File: src/rtl/reg_write_pkg.sv
// Shared types and helpers for the register-write queue: the entry layout and
// the set of registers whose writes are silently dropped.
package reg_write_pkg;

    localparam logic [4:0] REG_ZERO = 5'd0;
    localparam logic [4:0] REG_K0   = 5'd26;
    localparam logic [4:0] REG_K1   = 5'd27;

    typedef struct packed {
        logic [4:0]  addr;
        logic [31:0] data;
    } wq_entry_t;

    // $zero is hard-wired and $k0/$k1 belong to the kernel, so writes to them never reach the file
    function automatic logic is_protected(input logic [4:0] addr);
        return (addr == REG_ZERO) || (addr == REG_K0) || (addr == REG_K1);
    endfunction

endpackage

File: src/rtl/reg_write_fifo.sv
// Circular buffer with two enqueue ports (port 0 is the older entry), one
// dequeue port and a youngest-match search over the occupied entries.
module reg_write_fifo
    import reg_write_pkg::*;
#(
    parameter int DEPTH = 4
) (
    input  logic                         clk_i,
    input  logic                         reset_i,
    input  logic                         enq0_i,
    input  wq_entry_t                    enq0_entry_i,
    input  logic                         enq1_i,
    input  wq_entry_t                    enq1_entry_i,
    input  logic                         deq_i,
    output wq_entry_t                    head_o,
    output logic [$clog2(DEPTH+1)-1:0]   count_o,
    input  logic [4:0]                   lookup_addr_i,
    output logic                         lookup_hit_o,
    output logic [31:0]                  lookup_data_o
);

    localparam int CW = $clog2(DEPTH + 1);
    localparam int PW = $clog2(DEPTH);

    wq_entry_t         mem_q [DEPTH];
    logic [PW-1:0]     head_q, head_d;
    logic [PW-1:0]     tail_q, tail_d;
    logic [PW-1:0]     tail1;
    logic [CW-1:0]     count_q, count_d;

    // The second producer lands just behind the first one when both push together
    always_comb begin
        tail1   = tail_q + PW'(enq0_i);
        tail_d  = tail_q + PW'(enq0_i) + PW'(enq1_i);
        head_d  = head_q + PW'(deq_i);
        count_d = count_q + CW'(enq0_i) + CW'(enq1_i) - CW'(deq_i);
    end

    always_ff @(posedge clk_i) begin
        if (reset_i) begin
            head_q  <= '0;
            tail_q  <= '0;
            count_q <= '0;
        end else begin
            head_q  <= head_d;
            tail_q  <= tail_d;
            count_q <= count_d;
        end
    end

    always_ff @(posedge clk_i) begin
        if (!reset_i) begin
            if (enq0_i) mem_q[tail_q] <= enq0_entry_i;
            if (enq1_i) mem_q[tail1]  <= enq1_entry_i;
        end
    end

    // Walk oldest to youngest so a later match overrides an earlier one
    always_comb begin
        logic [PW-1:0] idx;
        idx           = '0;
        lookup_hit_o  = 1'b0;
        lookup_data_o = '0;
        for (int i = 0; i < DEPTH; i++) begin
            idx = head_q + PW'(i);
            if ((CW'(i) < count_q) && (mem_q[idx].addr == lookup_addr_i)) begin
                lookup_hit_o  = 1'b1;
                lookup_data_o = mem_q[idx].data;
            end
        end
    end

    assign head_o  = mem_q[head_q];
    assign count_o = count_q;

endmodule

File: src/rtl/reg_write_queue.sv
// Merges pipeline and mult/div register writes into one ordered stream that
// drives the register file's single write port, with forwarding of queued data.
module reg_write_queue
    import reg_write_pkg::*;
#(
    parameter int DEPTH = 4
) (
    input  logic                         Clk,
    input  logic                         Reset,
    input  logic                         PipeValid,
    input  logic [4:0]                   PipeAddr,
    input  logic [31:0]                  PipeData,
    output logic                         PipeReady,
    input  logic                         MdValid,
    input  logic [4:0]                   MdAddr,
    input  logic [31:0]                  MdData,
    output logic                         MdReady,
    output logic                         RegWrite,
    output logic [4:0]                   WAddr,
    output logic [31:0]                  WData,
    input  logic [4:0]                   LookupReg,
    output logic                         LookupHit,
    output logic [31:0]                  LookupData,
    output logic [$clog2(DEPTH+1)-1:0]   Count
);

    localparam int CW = $clog2(DEPTH + 1);
    localparam logic [CW:0] DEPTH_W = (CW + 1)'(DEPTH);

    logic        pipeEnq;
    logic        mdEnq;
    wq_entry_t   headEntry;
    logic        fifoHit;
    logic [31:0] fifoData;

    // Readiness looks at the pre-drain occupancy; the pop only helps next cycle
    assign PipeReady = ({1'b0, Count} < DEPTH_W);
    assign pipeEnq   = PipeValid & PipeReady & ~is_protected(PipeAddr);
    assign MdReady   = (({1'b0, Count} + (CW + 1)'(pipeEnq)) < DEPTH_W);
    assign mdEnq     = MdValid & MdReady & ~is_protected(MdAddr);

    reg_write_fifo #(.DEPTH(DEPTH)) u_fifo (
        .clk_i         (Clk),
        .reset_i       (Reset),
        .enq0_i        (pipeEnq),
        .enq0_entry_i  ('{addr: PipeAddr, data: PipeData}),
        .enq1_i        (mdEnq),
        .enq1_entry_i  ('{addr: MdAddr, data: MdData}),
        .deq_i         (RegWrite),
        .head_o        (headEntry),
        .count_o       (Count),
        .lookup_addr_i (LookupReg),
        .lookup_hit_o  (fifoHit),
        .lookup_data_o (fifoData)
    );

    // A reset cycle discards the queue, so the head must not be written on that edge
    assign RegWrite   = (Count != '0) & ~Reset;
    assign WAddr      = RegWrite ? headEntry.addr : 5'd0;
    assign WData      = RegWrite ? headEntry.data : 32'd0;
    assign LookupHit  = fifoHit & ~is_protected(LookupReg);
    assign LookupData = LookupHit ? fifoData : 32'd0;

endmodule
File: config.mk
export PLATFORM = sky130hd
export DESIGN_NAME = reg_write_queue
export DESIGN_NICKNAME = d
export VERILOG_FILES = /design/src/rtl/reg_write_pkg.sv /design/src/rtl/reg_write_fifo.sv /design/src/rtl/reg_write_queue.sv
export SDC_FILE = /design/constraint.sdc
export NUM_CORES = 1
export LEC_CHECK = 0
export ABC_AREA = 1
export ABC_CLOCK_PERIOD_IN_PS = 5500
export BUFFER_PORTS_ARGS = -buffer_cell sky130_fd_sc_hd__buf_2
export CORE_ASPECT_RATIO = 1.75
export CORE_MARGIN = 2
export CORE_UTILIZATION = 55
export DETAILED_ROUTE_END_ITERATION = 10
export PLACE_DENSITY_LB_ADDON = 0.08
export SYNTH_ARGS = -nofsm -noshare
export SYNTH_HDL_FRONTEND = slang
export SYNTH_SLANG_ARGS = --single-unit
File: constraint.sdc
create_clock -name Clk -period 5.5 [get_ports Clk]
set_input_delay 0 -clock Clk [delete_from_list [all_inputs] [get_ports Clk]]
set_output_delay 0 -clock Clk [all_outputs]
set_load 0.02 [all_outputs]
==> results.py <==
metrics = {
    "status": {
        "status": "finished, final reports clean",
    },
    "sta": {
        "period_share": 0.848,
        "maxSlewHeadroom": 0.288,
        "drv_slew": 0,
        "finalSetupViolations": 0,
        "setup_tns_ns": 0,
        "whs_ns": 0.00489,
        "fmax_mhz": 215,
        "worstMarginPinSlew_ns": 1.06,
        "hold_viol": 0,
        "finalClockSkew_ns": 0.00733,
        "grt_setup_unrepaired": "false",
        "period_needed_ns": 4.66,
    },
    "die": {
        "initial_core_util": 0.558,
        "pin_count": 159,
        "die_w_um": 119,
        "die_h_um": 205,
        "rows": 73,
        "die-area_um2": 24400,
        "core_area_um2": 22700,
    },
    "worst_setup_path": {
        "cp.arrival_ns": 4.66,
        "worstPathRequired_ns": 5.50,
        "worstPathCellList": "clkinv_2, nand2_1, nand2_2, nand2_1, nand2_1, nand2_1, nand2_1, nor2_4, nand3_4, nand2_2, inv_2, nand2_8, nand3_1, a21oi_2, buf_2",
        "slowest_stage": "clkinv_2",
        "worstSetupPathType": "register to output pin",
        "cp_slowest_stage_delay_ns": 0.70,
        "cpMostUsedCell": "nand2_1",
        "crit_fanout": 49,
        "worstSetupEndpointType": "output pin",
        "crit_path_start_kind": "register",
    },
    "logic_synthesis": {
        "ys_warn_count": 0,
        "synth_top_area_cell": "edfxtp_1",
        "synth.net_count": 2035,
        "ys_top_cells_by_count": "724 x nand2_1, 273 x o21ai_0, 223 x nand3_1",
        "ys_ff_latch": 155,
        "synth_seq_area_share": 0.361,
        "synth_cells": 1943,
        "async_reset_ff_frac": 0,
        "synth_edf_count": 148,
        "yosysMostFrequentCell": "nand2_1",
        "synth_ff_type": "edfxtp_1",
        "synth.avg_cell_area_um2": 6.54,
        "synth_area_leaders": "edfxtp_1 35%, nand2_1 21%, o21ai_0 11%",
        "yosys.area.top_type_share": 0.350,
        "synth_area_um2": 12700,
        "synth_cell_type_count": 34,
    },
    "place": {
        "placed_cell_area_um2": 13500,
        "hpwlAfterDp_mm": 25.8,
        "io_buffer_count": 158,
        "gp_congestion": 0.940,
    },
    "clock_network": {
        "numCtsBuffers": 17,
        "cts_setup_buffers": 0,
        "cts.sinks": 155,
        "clkLatencyLatePin_ns": 0.44,
        "h-tree-depth": 4,
        "cts.reportedPaths.clkPinSlew_ns": 0.07,
        "clockRootBuffer": "clkbuf_16",
        "clockBufferDepth": 2,
        "cts_tree": "done",
    },
    "cells_and_area": {
        "area_growth_pct": 19.1,
        "layout.nets": 2195,
        "final_area_um2": 15100,
        "num-fill-cells": 2035,
        "multi_input_area_um2": 6990,
        "drive_gt1_frac": 0.142,
        "register_area_um2": 4590,
    },
    "drt": {
        "drc_errors": 0,
        "vias": 13900,
        "vias_per_cell": 5.76,
        "routed_wl_mm": 42.0,
        "dr.first_iter.drc_count": 1422,
        "first_pass_iters": 6,
        "wl_per_cell_um": 17.4,
        "final_antenna_net_count": 0,
    },
    "global_routing": {
        "gr-usage-all-layers": 0.345,
        "grt-ovfl-total": 0,
        "grt_max_degree": 101,
        "grt_pass1_wl_mm": 66.2,
        "first_global_vias": 13100,
        "antenna_found_initial": 2,
    },
    "power": {
        "p_leak_uw": 0.00690,
        "power_density_nw_per_um2": 430,
        "ir_worst_vdd_uv": 295,
    },
    "job": {
        "drv_cap": 0,
    },
    "hold_path": {
        "hold_class": "primary input to register",
    },
}
[power breakdown]
group | switching [µW] | leakage, µW | total, µW | internal, µW
clock network | 551 | 0.000297 | 1240 | 689
logic | 2610 | 0.00519 | 3580 | 969
registers | 132 | 0.00141 | 1690 | 1560
total | 3290 | 0.00690 | 6500 | 3210
[state kept, by name, summed over array words and instances, names as in the netlist]
signal          count
u_fifo.head_q       2
u_fifo.count_o      3
u_fifo.mem_q      148
u_fifo.tail_q       2
[layout make-up]
class	instances	area share
clock inverters	15	0.0118
repair buffers	288	0.134
diodes	2	0.000331
well taps	300	0.0248
multi-input cells	1503	0.463
clock buffers	17	0.0281
inverters	138	0.0345
flip-flops and latches	155	0.303
[per-layer routing]
layer / routed length (µm) / share of wire / vias to the layer above / GRT usage
li1: - / - / 6723 / -
met4: 1760 / 0.042 / 0 / 0.176
met5: 0 / 0 / - / 0
met3: 3020 / 0.072 / 157 / 0.0432
met1: 15100 / 0.36 / 6345 / 0.375
met2: 22100 / 0.53 / 696 / 0.650
[path summary, 6_finish.rpt]
path,from,to,slack (ns),depth (start not counted)
worst max register to register,u_fifo.count_o[2],u_fifo.mem_q[3][36],1.45,10
worst min register to register,u_fifo.count_o[0],u_fifo.count_o[0],0.77,3
worst min-delay path,MdAddr[1],u_fifo.mem_q[0][33],0.005,3
worst max-delay path,u_fifo.head_q[1],LookupData[30],0.84,15
[cell usage in the layout (no fill, tap or decap), types with 4 or more instances in the layout]
| master | n |
|---|---|
| a21oi_1 | 12 |
| a21oi_2 | 30 |
| buf_2 | 158 |
| buf_4 | 24 |
| clkbuf_16 | 17 |
| dfxtp_1 | 6 |
| dlygate4sd3_1 | 106 |
| edfxtp_1 | 148 |
| ha_1 | 7 |
| inv_1 | 132 |
| inv_2 | 4 |
| inv_6 | 5 |
| inv_8 | 4 |
| nand2_1 | 719 |
| nand2_2 | 8 |
| nand3_1 | 222 |
| nand3_2 | 24 |
| nand4_1 | 32 |
| nor2_1 | 125 |
| nor2_4 | 8 |
| o21ai_0 | 269 |
| o21ai_1 | 26 |
| o21ai_4 | 5 |
[cells by family (layout without fill, tap and decap cells)]
logic type,after synthesis,count (layout),synth area share
DFF,155,155,0.361
buffers and inverters,285,458,0.0968
and+or+nand+nor,1144,1144,0.383
AOI/OAI and AO/OA,346,346,0.146
other,0,2,0
xor gates and xnor gates,4,4,0.00276
adders and majority gates,9,9,0.0101
[critical path, delay by kind of cell (launching register included)]
family | cells | cell delay, ns
compound gates | 1 | 0.15
buf+inv | 3 | 0.97
flops | 1 | 0.68
simple gates | 11 | 2.38
[through the flow]
stage	worst slack, ns	instances	util	total power [µW]
global route	0.480	2418	0.665	6950
finish	0.838	2418	0.665	6500
global placement	1.46	2278	0.591	5030
detailed placement	1.39	2278	0.591	5100
CTS	0.919	2416	0.665	6430
floorplan	1.37	1943	-	4200
[repair_timing]
action,4_1_cts,5_1_grt
gates resized for setup,0,0
endpoints found under the hold margin,151,0
hold buffers,106,0
Power figures use the tool's default switching activity.
